===== src/rtl/cnn_window_ctrl_pkg.sv =====
// -----------------------------------------------------------------------------
// cnn_window_ctrl_pkg
// Shared definitions for the 3x3 window sequencer.
// Provides:
//   - default frame geometry and datapath widths
//   - FSM state encoding
//   - tap offset helpers: tap k sits at dx = k%3-1, dy = k/3-1 (row-major)
// -----------------------------------------------------------------------------
package cnn_window_ctrl_pkg;

    localparam int IMG_W_DEF  = 480;
    localparam int IMG_H_DEF  = 272;
    localparam int ADDR_W_DEF = 17;
    localparam int DATA_W_DEF = 24;
    localparam int RD_LAT_DEF = 1;
    localparam int NUM_TAPS   = 9;

    typedef enum logic [2:0] {
        ST_WAIT  = 3'd0,
        ST_FETCH = 3'd1,
        ST_DRAIN = 3'd2,
        ST_OUT   = 3'd3,
        ST_DONE  = 3'd4
    } state_t;

    // Horizontal offset of tap k: -1, 0, +1
    function automatic logic signed [1:0] tap_dx(input logic [3:0] k);
        case (k)
            4'd0, 4'd3, 4'd6: tap_dx = 2'sb11;
            4'd1, 4'd4, 4'd7: tap_dx = 2'sb00;
            default:          tap_dx = 2'sb01;
        endcase
    endfunction

    // Vertical offset of tap k: -1, 0, +1
    function automatic logic signed [1:0] tap_dy(input logic [3:0] k);
        case (k)
            4'd0, 4'd1, 4'd2: tap_dy = 2'sb11;
            4'd3, 4'd4, 4'd5: tap_dy = 2'sb00;
            default:          tap_dy = 2'sb01;
        endcase
    endfunction

endpackage


===== src/rtl/cnn_win_addr_gen.sv =====
// -----------------------------------------------------------------------------
// cnn_win_addr_gen
// Raster position counters plus tap address generation for the window scan.
// Ports:
//   clk, rst_n   clock, asynchronous active-low reset
//   advance      step to the next raster position (wraps to (0,0) after the
//                last pixel of the frame)
//   tap          tap index 0..8 to evaluate
//   addr         memory address of that tap (valid when in_range)
//   in_range     tap lies inside the frame
//   last_pos     current position is the last pixel (IMG_W-1, IMG_H-1)
// -----------------------------------------------------------------------------
module cnn_win_addr_gen
    import cnn_window_ctrl_pkg::*;
#(
    parameter int IMG_W  = IMG_W_DEF,
    parameter int IMG_H  = IMG_H_DEF,
    parameter int ADDR_W = ADDR_W_DEF
) (
    input  logic              clk,
    input  logic              rst_n,
    input  logic              advance,
    input  logic [3:0]        tap,
    output logic [ADDR_W-1:0] addr,
    output logic              in_range,
    output logic              last_pos
);

    localparam int XW = $clog2(IMG_W + 1);
    localparam int YW = $clog2(IMG_H + 1);
    localparam int SW = ADDR_W + 2;
    localparam logic [XW-1:0]        X_MAX   = XW'(IMG_W - 1);
    localparam logic [YW-1:0]        Y_MAX   = YW'(IMG_H - 1);
    localparam logic signed [SW-1:0] ROW_OFF = SW'(IMG_W);

    logic [XW-1:0]        x;
    logic [YW-1:0]        y;
    logic [ADDR_W-1:0]    centre;
    logic signed [1:0]    dx, dy;
    logic signed [SW-1:0] off, sum;
    logic                 x_ok, y_ok;

    assign last_pos = (x == X_MAX) && (y == Y_MAX);

    // Centre address tracks y*IMG_W+x incrementally, so no multiplier is needed.
    always_ff @(posedge clk or negedge rst_n) begin
        if (!rst_n) begin
            x      <= '0;
            y      <= '0;
            centre <= '0;
        end else if (advance) begin
            if (x == X_MAX) begin
                x <= '0;
                if (y == Y_MAX) begin
                    y      <= '0;
                    centre <= '0;
                end else begin
                    y      <= y + YW'(1);
                    centre <= centre + ADDR_W'(1);
                end
            end else begin
                x      <= x + XW'(1);
                centre <= centre + ADDR_W'(1);
            end
        end
    end

    always_comb begin
        dx  = tap_dx(tap);
        dy  = tap_dy(tap);
        off = {{(SW-2){dx[1]}}, dx};
        if (dy[1])
            off = off - ROW_OFF;
        else if (dy[0])
            off = off + ROW_OFF;
        sum  = $signed({2'b00, centre}) + off;
        addr = sum[ADDR_W-1:0];
        // Edge tests on x/y; the sum guard can only trip if the edge tests are wrong.
        x_ok = !(dx[1] && (x == '0)) && !(!dx[1] && dx[0] && (x == X_MAX));
        y_ok = !(dy[1] && (y == '0)) && !(!dy[1] && dy[0] && (y == Y_MAX));
        in_range = x_ok && y_ok && (sum[SW-1:ADDR_W] == '0);
    end

endmodule


===== src/rtl/cnn_window_ctrl.sv =====
// -----------------------------------------------------------------------------
// cnn_window_ctrl
// Scans an IMG_W x IMG_H frame in raster order and gathers one zero-padded
// 3x3 window per step from a single-port image memory.
// Ports:
//   iClk, iRst        clock, asynchronous active-low reset
//   iEn               step strobe (accepted only in WAIT with iBusy low)
//   iBusy             downstream backpressure, blocks starting a window
//   oRdEn, oAddr      memory read request
//   iRdData           read data, valid RD_LAT cycles after oRdEn
//   oOut0..oOut8      window taps, row-major, held between windows
//   oValid            one-cycle window-ready strobe
//   oFrameDone        pulse coincident with the last window's oValid
// Optional feature: define CNN_WIN_FRAME_LOOP_EN to restart the scan at (0,0)
// after the last window instead of parking in DONE until reset.
// -----------------------------------------------------------------------------
module cnn_window_ctrl
    import cnn_window_ctrl_pkg::*;
#(
    parameter int IMG_W  = IMG_W_DEF,
    parameter int IMG_H  = IMG_H_DEF,
    parameter int ADDR_W = ADDR_W_DEF,
    parameter int DATA_W = DATA_W_DEF,
    parameter int RD_LAT = RD_LAT_DEF
) (
    input  logic              iClk,
    input  logic              iRst,
    input  logic              iEn,
    input  logic              iBusy,
    output logic              oRdEn,
    output logic [ADDR_W-1:0] oAddr,
    input  logic [DATA_W-1:0] iRdData,
    output logic [DATA_W-1:0] oOut0,
    output logic [DATA_W-1:0] oOut1,
    output logic [DATA_W-1:0] oOut2,
    output logic [DATA_W-1:0] oOut3,
    output logic [DATA_W-1:0] oOut4,
    output logic [DATA_W-1:0] oOut5,
    output logic [DATA_W-1:0] oOut6,
    output logic [DATA_W-1:0] oOut7,
    output logic [DATA_W-1:0] oOut8,
    output logic              oValid,
    output logic              oFrameDone
);

    localparam logic [3:0] LAST_TAP   = 4'(NUM_TAPS - 1);
    localparam logic [3:0] LAST_DRAIN = 4'(RD_LAT - 1);

    state_t            state, state_next;
    logic [3:0]        k, k_next;
    logic              fetch_next;
    logic              advance;
    logic              tap_in_range;
    logic              last_pos;
    logic [ADDR_W-1:0] tap_addr;
    logic [DATA_W-1:0] shadow      [NUM_TAPS];
    logic [DATA_W-1:0] shadow_next [NUM_TAPS];
    logic [DATA_W-1:0] taps        [NUM_TAPS];
    logic              rp_vld      [RD_LAT];
    logic [3:0]        rp_idx      [RD_LAT];

    assign advance = (state == ST_OUT);

    // The address generator is driven with the tap index of the *next* cycle so
    // that oRdEn/oAddr can be registered without adding a cycle of latency.
    cnn_win_addr_gen #(
        .IMG_W  (IMG_W),
        .IMG_H  (IMG_H),
        .ADDR_W (ADDR_W)
    ) u_addr_gen (
        .clk      (iClk),
        .rst_n    (iRst),
        .advance  (advance),
        .tap      (k_next),
        .addr     (tap_addr),
        .in_range (tap_in_range),
        .last_pos (last_pos)
    );

    // k counts taps in FETCH and latency cycles in DRAIN.
    always_comb begin
        state_next = state;
        k_next     = k;
        case (state)
            ST_WAIT: begin
                if (iEn && !iBusy) begin
                    state_next = ST_FETCH;
                    k_next     = '0;
                end
            end
            ST_FETCH: begin
                if (k == LAST_TAP) begin
                    state_next = ST_DRAIN;
                    k_next     = '0;
                end else begin
                    k_next = k + 4'd1;
                end
            end
            ST_DRAIN: begin
                if (k == LAST_DRAIN) begin
                    state_next = ST_OUT;
                    k_next     = '0;
                end else begin
                    k_next = k + 4'd1;
                end
            end
            ST_OUT: begin
`ifdef CNN_WIN_FRAME_LOOP_EN
                state_next = ST_WAIT;
`else
                state_next = last_pos ? ST_DONE : ST_WAIT;
`endif
            end
            ST_DONE: state_next = ST_DONE;
            default: state_next = ST_WAIT;
        endcase
        fetch_next = (state_next == ST_FETCH);
    end

    // Shadow update: out-of-range taps are zeroed while fetching, returned
    // data lands in the tap tagged at the head of the return pipe. The merged
    // value feeds the taps directly so the final read is not missed.
    always_comb begin
        shadow_next = shadow;
        if ((state == ST_FETCH) && !oRdEn)
            shadow_next[k] = '0;
        if (rp_vld[RD_LAT-1])
            shadow_next[rp_idx[RD_LAT-1]] = iRdData;
    end

    always_ff @(posedge iClk or negedge iRst) begin
        if (!iRst) begin
            state      <= ST_WAIT;
            k          <= '0;
            oRdEn      <= 1'b0;
            oAddr      <= '0;
            oValid     <= 1'b0;
            oFrameDone <= 1'b0;
            for (int i = 0; i < NUM_TAPS; i++) begin
                shadow[i] <= '0;
                taps[i]   <= '0;
            end
            for (int i = 0; i < RD_LAT; i++) begin
                rp_vld[i] <= 1'b0;
                rp_idx[i] <= '0;
            end
        end else begin
            state      <= state_next;
            k          <= k_next;
            // Read request stage
            oRdEn      <= fetch_next && tap_in_range;
            oAddr      <= (fetch_next && tap_in_range) ? tap_addr : '0;
            // Read return stage: {valid, tap index} follows the memory latency
            rp_vld[0]  <= oRdEn;
            rp_idx[0]  <= k;
            for (int i = 1; i < RD_LAT; i++) begin
                rp_vld[i] <= rp_vld[i-1];
                rp_idx[i] <= rp_idx[i-1];
            end
            shadow     <= shadow_next;
            // Output stage: taps change only on entry to OUT
            oValid     <= (state_next == ST_OUT);
            oFrameDone <= (state_next == ST_OUT) && last_pos;
            if (state_next == ST_OUT)
                taps <= shadow_next;
        end
    end

    assign oOut0 = taps[0];
    assign oOut1 = taps[1];
    assign oOut2 = taps[2];
    assign oOut3 = taps[3];
    assign oOut4 = taps[4];
    assign oOut5 = taps[5];
    assign oOut6 = taps[6];
    assign oOut7 = taps[7];
    assign oOut8 = taps[8];

endmodule


===== config.mk =====
export PLATFORM = sky130hd
export DESIGN_NAME = cnn_window_ctrl
export DESIGN_NICKNAME = d
export VERILOG_FILES = /design/src/rtl/cnn_window_ctrl_pkg.sv /design/src/rtl/cnn_win_addr_gen.sv /design/src/rtl/cnn_window_ctrl.sv
export SDC_FILE = /design/constraint.sdc
export NUM_CORES = 1
export LEC_CHECK = 0
export BUFFER_PORTS_ARGS = -buffer_cell sky130_fd_sc_hd__buf_4
export CAP_MARGIN = 20
export CORE_AREA = 2 2 174 193
export CTS_BUF_LIST = sky130_fd_sc_hd__clkbuf_4 sky130_fd_sc_hd__clkbuf_8 sky130_fd_sc_hd__clkbuf_16
export DETAILED_ROUTE_END_ITERATION = 16
export DIE_AREA = 0 0 176 195
export GPL_TIMING_DRIVEN = 0
export PLACE_DENSITY_LB_ADDON = 0.12
export SYNTH_ARGS = -nofsm -noshare
export SYNTH_HDL_FRONTEND = slang
export SYNTH_SLANG_ARGS = --single-unit
export TNS_END_PERCENT = 1

===== constraint.sdc =====
create_clock -name iClk -period 11.7 [get_ports iClk]
set_input_delay 1.17 -clock iClk [delete_from_list [all_inputs] [get_ports iClk]]
set_output_delay 1.17 -clock iClk [all_outputs]
set_load 0.01 [all_outputs]

; Word level (Yosys, flattened, before mapping)
; Index checks and enable logic that the tools add are counted.
[word_totals]
elab_cells = 121
inputBits = 28
register_bits = 499
memories = 0
mem_bits_rw = 0
output_inout_bits = 236
rom_bits = 0
latchBits = 0
[op_classes]
order_cmp = 4
n_div = 0
multipliers = 0
n_mux = 25
add_sub_neg = 7
n_reduce_logical = 36
n_eq_ne = 16
shifts = 0
bitwise_logic = 4
[ops]
columns = operator, count
row1 = 216-bit 2-to-1 mux, 2
row2 = 216-bit AND, 1
row3 = 216-bit bitwise mux, 1
row4 = 216-bit inverter, 1
row5 = 24-bit demux with 4-bit select, 2
row6 = 17-bit 2-to-1 mux, 3
row7 = 24-bit 2-to-1 mux, 2
row8 = 19-bit 2-to-1 mux, 2
row9 = 18-bit by 19-bit adder with 19-bit output, 1
row10 = "9-bit by 1-bit adder with 9-bit output, second input constant", 2
row11 = "9-bit == test, second input constant", 2
row12 = 9-bit zero test, 2
row13 = 9-bit 2-to-1 mux, 2
row14 = "17-bit by 1-bit adder with 17-bit output, second input constant", 1
row15 = 1-bit logical AND, 17
row16 = "4-bit by 3-bit == test with 1-bit output, second input constant", 4
row17 = 3-bit case mux with 5 select lines, 1
row18 = 3-bit 2-to-1 mux, 4
row19 = 4-bit 2-to-1 mux, 3
row20 = 4-bit case mux with 3 select lines, 1
row21 = 3-bit OR reduction, 4
row22 = "2-bit by 10-bit adder with 11-bit output, second input constant", 1
row23 = "2-bit by 10-bit subtractor with 11-bit output, second input constant", 1
row24 = "5-bit greater-or-equal comparator, second input constant", 2
row25 = 15 further kinds, 30

; Depth between registers and ports, before layout
; Gate-level depths: netlist of the first run.
[depth]
depth_word = 16
depth_mapped = 21
mapped_depth_nobuf = 20

; Cells and area by module
; Synthesis of the first run repeated with hierarchy kept, for this count alone.
[hier_totals]
cells_unflattened = 1483
hier_area_um2 = 19811.5
[modules_own_cells]
columns = mod, instances, seq_area_each_um2, cells_each, area_each_um2
row1 = cnn_window_ctrl, 1, 11611.1, 1159, 17041.3
row2 = cnn_win_addr_gen, 1, 875.8, 324, 2770.2

; Worst setup path before layout of the first run
; Ideal clock, no wire load.
[synth_timing]
path_type = input -> register
start = input port iEn
end = register oAddr[5]
cell_stages = 19
arrival_time_ns = 5.349
setup_ns = 0.122
path_buffers = 1
slack_ns = 6.229
t_required_ns = 11.578
cell_sequence = nor2b_1 > o31ai_2 > a22oi_2 > inv_2 > xnor2_1 > nor2_1 > o21ai_0 > inv_1 > ha_1 > or2_2 > ha_1 > a211oi_2 > o21ai_1 > a2111oi_0 > nand2_1 > a311oi_1 > a2bb2oi_4 > buf_6 > nor3_2
[synth_via]
elab_chain_len = 15
word_cells_on_any_way = 44
cone_classes = add/sub (3) / eq/ne (8) / mux (9) / reduce/logical (24)
[synth_rtl]
columns = item, line
row1 = from (decl), cnn_window_ctrl.sv:28  ; input logic iEn,
row2 = 1-bit logical AND (*), cnn_window_ctrl.sv:86  ; if (iEn && !iBusy) begin
row3 = 4-bit 2-to-1 mux (*), cnn_window_ctrl.sv:86
row4 = 4-bit case mux with 3 select lines (*), cnn_window_ctrl.sv:84  ; case (state)
row5 = named net k_next[1], cnn_window_ctrl.sv:50  ; logic [3:0] k, k_next;
row6 = branches (longest 11 deep; another with 18-bit by 19-bit adder with 19-bit output), --
row7 = 17-bit 2-to-1 mux (*), cnn_window_ctrl.sv:152  ; oAddr <= (fetch_next && tap_in_range) ? tap_addr : '0;
row8 = to (signal assigned), cnn_window_ctrl.sv:152
row9 = to (decl), cnn_window_ctrl.sv:31  ; output logic [ADDR_W-1:0] oAddr,
; Mark *: on every way through the listed nets, which the timed path passes.
; A chain may end at the register's enable or synchronous reset.

; Final worst setup path of the first run
[layout_timing]
start = register k[0]
end = register oAddr[15]
[layout_via]
elab_chain_len = 15
word_cells_on_any_way = 49
cone_classes = add/sub (4) / eq/ne (9) / mux (12) / reduce/logical (24)
[layout_rtl]
columns = item, line
row1 = from (decl), cnn_window_ctrl.sv:50
row2 = from (signal assigned), cnn_window_ctrl.sv:149  ; k <= k_next;
row3 = "4-bit by 1-bit adder with 4-bit output, or another cell as far along", "cnn_window_ctrl.sv:96, cnn_window_ctrl.sv:104"
row4 = 4-bit 2-to-1 mux (on tied branches), "cnn_window_ctrl.sv:100, cnn_window_ctrl.sv:92"
row5 = 4-bit case mux with 3 select lines (*), cnn_window_ctrl.sv:84
row6 = named net k_next[1], cnn_window_ctrl.sv:50
row7 = branches (longest 11 deep; another with 18-bit by 19-bit adder with 19-bit output), --
row8 = 17-bit 2-to-1 mux (*), cnn_window_ctrl.sv:152
; Marks and branches as above.

==> flow_summary.json, run 1 <==
{
  "cts.clk_slew.worst_paths_ps": 60,
  "crit_family": "compound AO/OA/AOI/OAI gates",
  "finalHoldViolations": 0,
  "max_stage_delay_ps": 460,
  "crit_chain": "inv_1 -> ha_1 -> nor2b_2 -> a211oi_4 -> a22oi_2 -> inv_2 -> xnor2_1 -> nor2_1 -> o21ai_0 -> inv_1 -> ha_1 -> or2_2 -> ha_1 -> a211oi_2 -> o21ai_1 -> a2111oi_0 -> nand2_1 -> a311oi_1 -> a2bb2oi_4 -> buf_6 -> nor3_2",
  "place_ws_ps": 5250,
  "synthTopCellsByArea": "dfrtp_1, nand2_1, a22o_1, ha_1, clkbuf_1",
  "finalWorstSetupSlack_ps": 5740,
  "fin_tns_setup_ps": 0,
  "cp.arrival_ps": 6400,
  "fin_area_mm2": 0.0241,
  "io_pins": 264,
  "cp.depth": 21,
  "fin_crit_sh": 0.510,
  "dpl_cell_area_mm2": 0.0223,
  "synthArstFlopShare": 1.00,
  "firstDrtPassIters": 7,
  "gp_congestion": 0.870,
  "fin_hold_ws_ps": 380,
  "drtIter0Drc": 1683,
  "critPathMaxFanout": 10,
  "root_buffer": "clkbuf_16",
  "grt_max_degree": 129,
  "core-area_mm2": 0.0322,
  "layout.nets": 2198,
  "rsz0062_at_grt": "no",
  "drive_gt1_frac": 0.175,
  "synth_common_cells": "nand2_1, dfrtp_1, a22o_1, clkbuf_1, nor2_1",
  "startpoint_type": "register",
  "dp_hpwl_um": 36600,
  "hold_buffers": 0,
  "cts_tree": "yes",
  "synth_edf_count": 0,
  "dieArea_mm2": 0.0343,
  "syn_inst": 1847,
  "p_leak_nw": 12.6,
  "yosysMostFrequentCell": "nand2_1",
  "routed_wl_um": 53200,
  "antenna_found_initial": 0,
  "fillers": 2193,
  "grtUsageTotal": 0.317,
  "drv_cap": 0,
  "synthesis.nets": 1905,
  "fin_skew_ps": 17.8,
  "vdd_drop_max_mv": 0.190,
  "syn_avg_cell_area_um2": 10.7,
  "post_cts_resize_count": 0,
  "required_ps": 12140,
  "portBuffers": 239,
  "start_util": 0.615,
  "die_h_um": 195,
  "n_antenna_cell": 0,
  "drc_errors": 0,
  "r2r_cells": 21,
  "hold_path.class": "reg2reg",
  "synth_top_area_frac": 0.630,
  "max_clock_freq_mhz": 168,
  "ys_ff_latch": 499,
  "hold_path_depth": 0,
  "synth_flop_cell": "dfrtp_1",
  "max_slew.worst_pin.slew_ps": 922,
  "numCtsBuffers": 47,
  "crit_top_cell": "ha_1",
  "cts.sinks": 499,
  "clk_latency_ps": 570,
  "yosysUniqueCellTypes": 68,
  "ys_seq_area_frac": 0.630,
  "critPathSlowestCell": "a2111oi_0",
  "htreeDepth": 2,
  "fin_crit_ps": 5960,
  "finalSetupViolCount": 0,
  "rows": 69,
  "synth_largest_area_cell": "dfrtp_1",
  "finalMaxSlewViolations": 0,
  "area_growth_pct": 21.4,
  "yosys_warnings": 0,
  "powerDensity_mw_per_mm2": 255,
  "total_power_mw": 6.13,
  "post_cts_buffers": 0,
  "cts_buffer_depth": 3,
  "drtAntennaViolNets": 0,
  "relSlewSlack": 0.381,
  "overflow": 0,
  "cp-end-kind": "register",
  "syn_area_mm2": 0.0198,
  "num_vias": 15167,
  "grt_pass1_wl_um": 84700,
  "status": "complete, no violations",
  "grt_pass1_vias": 15273,
  "critical_path_class": "reg2reg",
  "die_x_um": 176,
  "path_buf_inv": 4,
  "wire_per_inst_um": 20.4,
  "via_per_inst": 5.83
}
==> logic make-up after synthesis <==
logic type / after synthesis / share of synthesized area
and+or+nand+nor: 830 / 0.173
DFF: 499 / 0.630
AOI/OAI and AO/OA: 312 / 0.131
buffers and inverters: 138 / 0.0285
xor gates and xnor gates: 37 / 0.0171
adders and majority gates: 30 / 0.0193
muxes: 1 / 0.000694
==> where the power goes <==
| part | total [mW] | switching [mW] | internal, mW | leakage [nW] |
|---|---|---|---|---|
| combinational | 2.04 | 1.19 | 0.854 | 5.14 |
| sequential | 2.35 | 0.205 | 2.15 | 6.59 |
| clock | 1.74 | 0.659 | 1.08 | 0.888 |
| total | 6.13 | 2.05 | 4.08 | 12.6 |
==> worst paths after layout <==
path,startpoint,slack [ps],end
worst min-delay path,k[3],380,rp_idx[3]
worst max register to register,k[0],5740,oAddr[15]
min in group asynchronous,iRst,490,oOut4[7]
worst min register to register,k[3],380,rp_idx[3]
worst max-delay path,k[0],5740,oAddr[15]
max in group asynchronous,iRst,9320,oOut3[17]
==> cells in the final DEF (no fill, tap or decap), types with 9 or more instances in the layout <==
cell type,n
nor3_1,13
xor2_1,16
nor2_1,49
and3_1,9
nand3_1,26
nand2_1,673
o21ai_0,26
clkbuf_4,13
clkbuf_16,49
ha_1,29
dfrtp_1,499
xnor2_1,19
clkbuf_1,88
inv_1,14
buf_4,240
nor3_2,9
a21oi_1,26
bufinv_16,12
buf_1,17
a22o_1,216
==> per-layer routing <==
layer	vias to the layer above	global-route usage	routed length (µm)
met1	7573	0.443	22700
met3	124	0.0709	4260
met5	-	0	0
met4	0	0.110	1760
li1	6813	-	-
met2	657	0.495	24500
==> stage by stage <==
stage	util	instances
final	0.747	2603
after global routing	0.747	2603
after CTS	0.747	2602
after global placement	0.688	2512
after detailed placement	0.691	2516
after floorplan	-	1847
==> area by class of cell <==
| type | instances | area, µm² | share of cell area |
|---|---|---|---|
| clock inverters | 22 | 434 | 0.0180 |
| multi-input cells | 1210 | 6770 | 0.281 |
| flip-flops and latches | 499 | 12500 | 0.519 |
| plain buffers | 119 | 494 | 0.0205 |
| well taps | 426 | 533 | 0.0222 |
| repair buffers | 244 | 1920 | 0.0798 |
| inverters | 19 | 71.3 | 0.00296 |
| clock buffers | 64 | 1360 | 0.0564 |
==> worst register-to-register path, delay by kind of cell (launching register included) <==
kind / cells / cell delay, ps
AOI/OAI and AO/OA: 8 / 2580
xor gates and xnor gates: 1 / 240
adders and majority gates: 3 / 780
buffers and inverters: 4 / 780
DFF: 1 / 430
and+or+nand+nor: 5 / 1030
==> state kept, by name, indices dropped and copies added, names as in the netlist, 24 cells and up <==
signal	cells
oOut2	24
oOut4	24
oOut1	24
oOut6	24
oOut8	24
oOut7	24
shadow	216
oOut3	24
oOut0	24
oOut5	24
Note: power is estimated with default switching activity, not from simulation.
==> inputs of run 2 (changes only) <==
--- a/config.mk
+++ b/config.mk
@@ -7,10 +7,10 @@
 export LEC_CHECK = 0
 export BUFFER_PORTS_ARGS = -buffer_cell sky130_fd_sc_hd__buf_4
 export CAP_MARGIN = 20
-export CORE_AREA = 2 2 174 193
+export CORE_AREA = 2 2 181 201
 export CTS_BUF_LIST = sky130_fd_sc_hd__clkbuf_4 sky130_fd_sc_hd__clkbuf_8 sky130_fd_sc_hd__clkbuf_16
 export DETAILED_ROUTE_END_ITERATION = 16
-export DIE_AREA = 0 0 176 195
+export DIE_AREA = 0 0 183 203
 export GPL_TIMING_DRIVEN = 0
 export PLACE_DENSITY_LB_ADDON = 0.12
 export SYNTH_ARGS = -nofsm -noshare
==> constraint.sdc (replaced) <==
create_clock -name iClk -period 5.75 [get_ports iClk]
set_input_delay 0.575 -clock iClk [delete_from_list [all_inputs] [get_ports iClk]]
set_output_delay 0.575 -clock iClk [all_outputs]
set_load 0.01 [all_outputs]
==> run 2 against run 1 <==
  * The run now ends with negative hold slack left
  * First-iteration DRC count down 24%
  * Fmax increased by 11%
  * Clock skew grew 6.8 ps
  * Sequential cell count is the same
  * Global-route usage down 2.6 points
  * Critical path type unchanged
  * Final area up 0.51%
  * Power up 110%
  * Critical path depth shrank 1
  * Cell count up 0.88%
  * Non-clock buffer count grew 2
  * Sequential share of layout area shrank 0.27 points
  * Sequential power rose by 100%
==> flow_summary.json, run 2 (same netlist as run 1, synthesis figures left out) <==
{
  "dp_cells": 2534,
  "gp_congestion": 0.847,
  "p_leak_nw": 12.6,
  "vdd_drop_max_mv": 0.438,
  "rows": 72,
  "fin_crit_ps": 5360,
  "numCtsBuffers": 48,
  "grtUsageTotal": 0.291,
  "utilization": 0.692,
  "fin_tns_setup_ps": 0,
  "root_buffer": "clkbuf_16",
  "critPathMaxFanout": 10,
  "overflow": 0,
  "dp_hpwl_um": 36400,
  "fin_area_mm2": 0.0242,
  "die_h_um": 203,
  "max_clock_freq_mhz": 187,
  "grt_pass1_wl_um": 83000,
  "powerDensity_mw_per_mm2": 524,
  "antenna_found_initial": 0,
  "multi_input_area_mm2": 0.00678,
  "htreeDepth": 2,
  "dieArea_mm2": 0.0371,
  "clk_latency_ps": 570,
  "fin_hold_ws_ps": -14.7,
  "layout_common_cells": "nand2_1, dfrtp_1, buf_4, a22o_1, clkbuf_1",
  "largest_register_ffs": 216,
  "hold_buffers": 0,
  "dpl_cell_area_mm2": 0.0223,
  "fin_crit_sh": 0.932,
  "startpoint_type": "register",
  "finalSetupViolCount": 0,
  "layout.nets": 2201,
  "cts.sinks": 499,
  "cts.clk_slew.worst_paths_ps": 70,
  "area_growth_pct": 22.0,
  "grt_pass1_vias": 14474,
  "drive_gt1_frac": 0.178,
  "rsz0062_at_grt": "no",
  "cp-end-kind": "register",
  "status": "finished with violations",
  "regMostFlops": "shadow",
  "via_per_inst": 5.69,
  "n_antenna_cell": 0,
  "cts_buffer_depth": 3,
  "firstDrtPassIters": 6,
  "final_common_cell": "nand2_1",
  "drv_cap": 0,
  "die_x_um": 183,
  "max_slew.worst_pin.slew_ps": 1130,
  "wire_per_inst_um": 20.4,
  "core-area_mm2": 0.0350,
  "routed_wl_um": 53600,
  "finalHoldViolations": 2,
  "drtIter0Drc": 1273,
  "critical_path_class": "reg2reg",
  "relSlewSlack": 0.244,
  "stdcell_count": 2626,
  "portBuffers": 239,
  "grt_max_degree": 122,
  "io_pins": 264,
  "finalMaxSlewViolations": 0,
  "cp.arrival_ps": 5800,
  "drc_errors": 0,
  "start_util": 0.567,
  "fillers": 2651,
  "required_ps": 6190,
  "hold_path.class": "in2async",
  "violations": "negative hold slack",
  "fin_skew_ps": 24.7,
  "cts_tree": "yes",
  "num_vias": 14937,
  "drtAntennaViolNets": 0,
  "seqCellArea_mm2": 0.0125
}
-- run 2: where the power goes --
group          switching (mW)  total, mW  internal (mW)  leakage (nW)
clock network            1.38       3.65           2.27         0.910
logic                    2.46       4.24           1.78          5.15
registers               0.414       4.78           4.36          6.59
-- run 2: what timing repair did --
action	4_1_cts	5_1_grt
pin swaps	0	2
setup endpoints to repair	11	18
buffers inserted	0	3
gates resized for setup	1	3
-- run 2: metal layers --
layer / share of wire / vias up / global-route usage
met4: 0.030 / 0 / 0.0906
met2: 0.46 / 600 / 0.445
met3: 0.076 / 97 / 0.0655
met1: 0.44 / 7429 / 0.418
li1: - / 6811 / -
met5: 0 / - / 0
-- run 2: through the flow --
step / setup WS, ps / power, mW
4_1_cts: 23.4 / 12.6
3_3_place_gp: -918 / 8.80
6_report: 391 / 12.7
3_5_place_dp: -174 / 8.92
5_1_grt: 35.3 / 13.3
2_1_floorplan: 845 / 7.56
-- run 2: worst paths after layout --
| kind | from | endpoint | slack, ps | cells past startpoint |
|---|---|---|---|---|
| worst max-delay path | k[0] | oAddr[15] | 390 | 20 |
| worst min-delay path | iRst | oOut4[7] | -10 | 1 |
| worst max register to register | k[0] | oAddr[15] | 390 | 20 |
| worst min register to register | k[3] | rp_idx[3] | 410 | 0 |
| max in group asynchronous | iRst | oOut1[19] | 3850 | 4 |
| min in group iClk | k[3] | rp_idx[3] | 410 | 0 |
-- run 2: worst max-delay path: stages (launching register included) --
cell and delay (ps):
dfrtp_1 430, inv_1 130, ha_1 260, nor2b_2 200, a211oi_4 370, mux2i_2 220
xnor2_1 260, nor2_1 80, o21ai_2 240, inv_1 170, ha_1 260, or2_2 400
ha_1 250, a211oi_2 280, o21ai_1 170, a2111oi_1 420, nand2_1 180, a311oi_2 320
a2bb2oi_4 290, buf_6 220, nor3_2 70
-- run 2: final cells by class --
class	instances	area share
plain buffers	119	0.0204
clock inverters	27	0.0191
multi-input cells	1210	0.280
clock buffers	62	0.0580
repair buffers	246	0.0800
flip-flops and latches	499	0.516
inverters	19	0.00295
well taps	444	0.0230
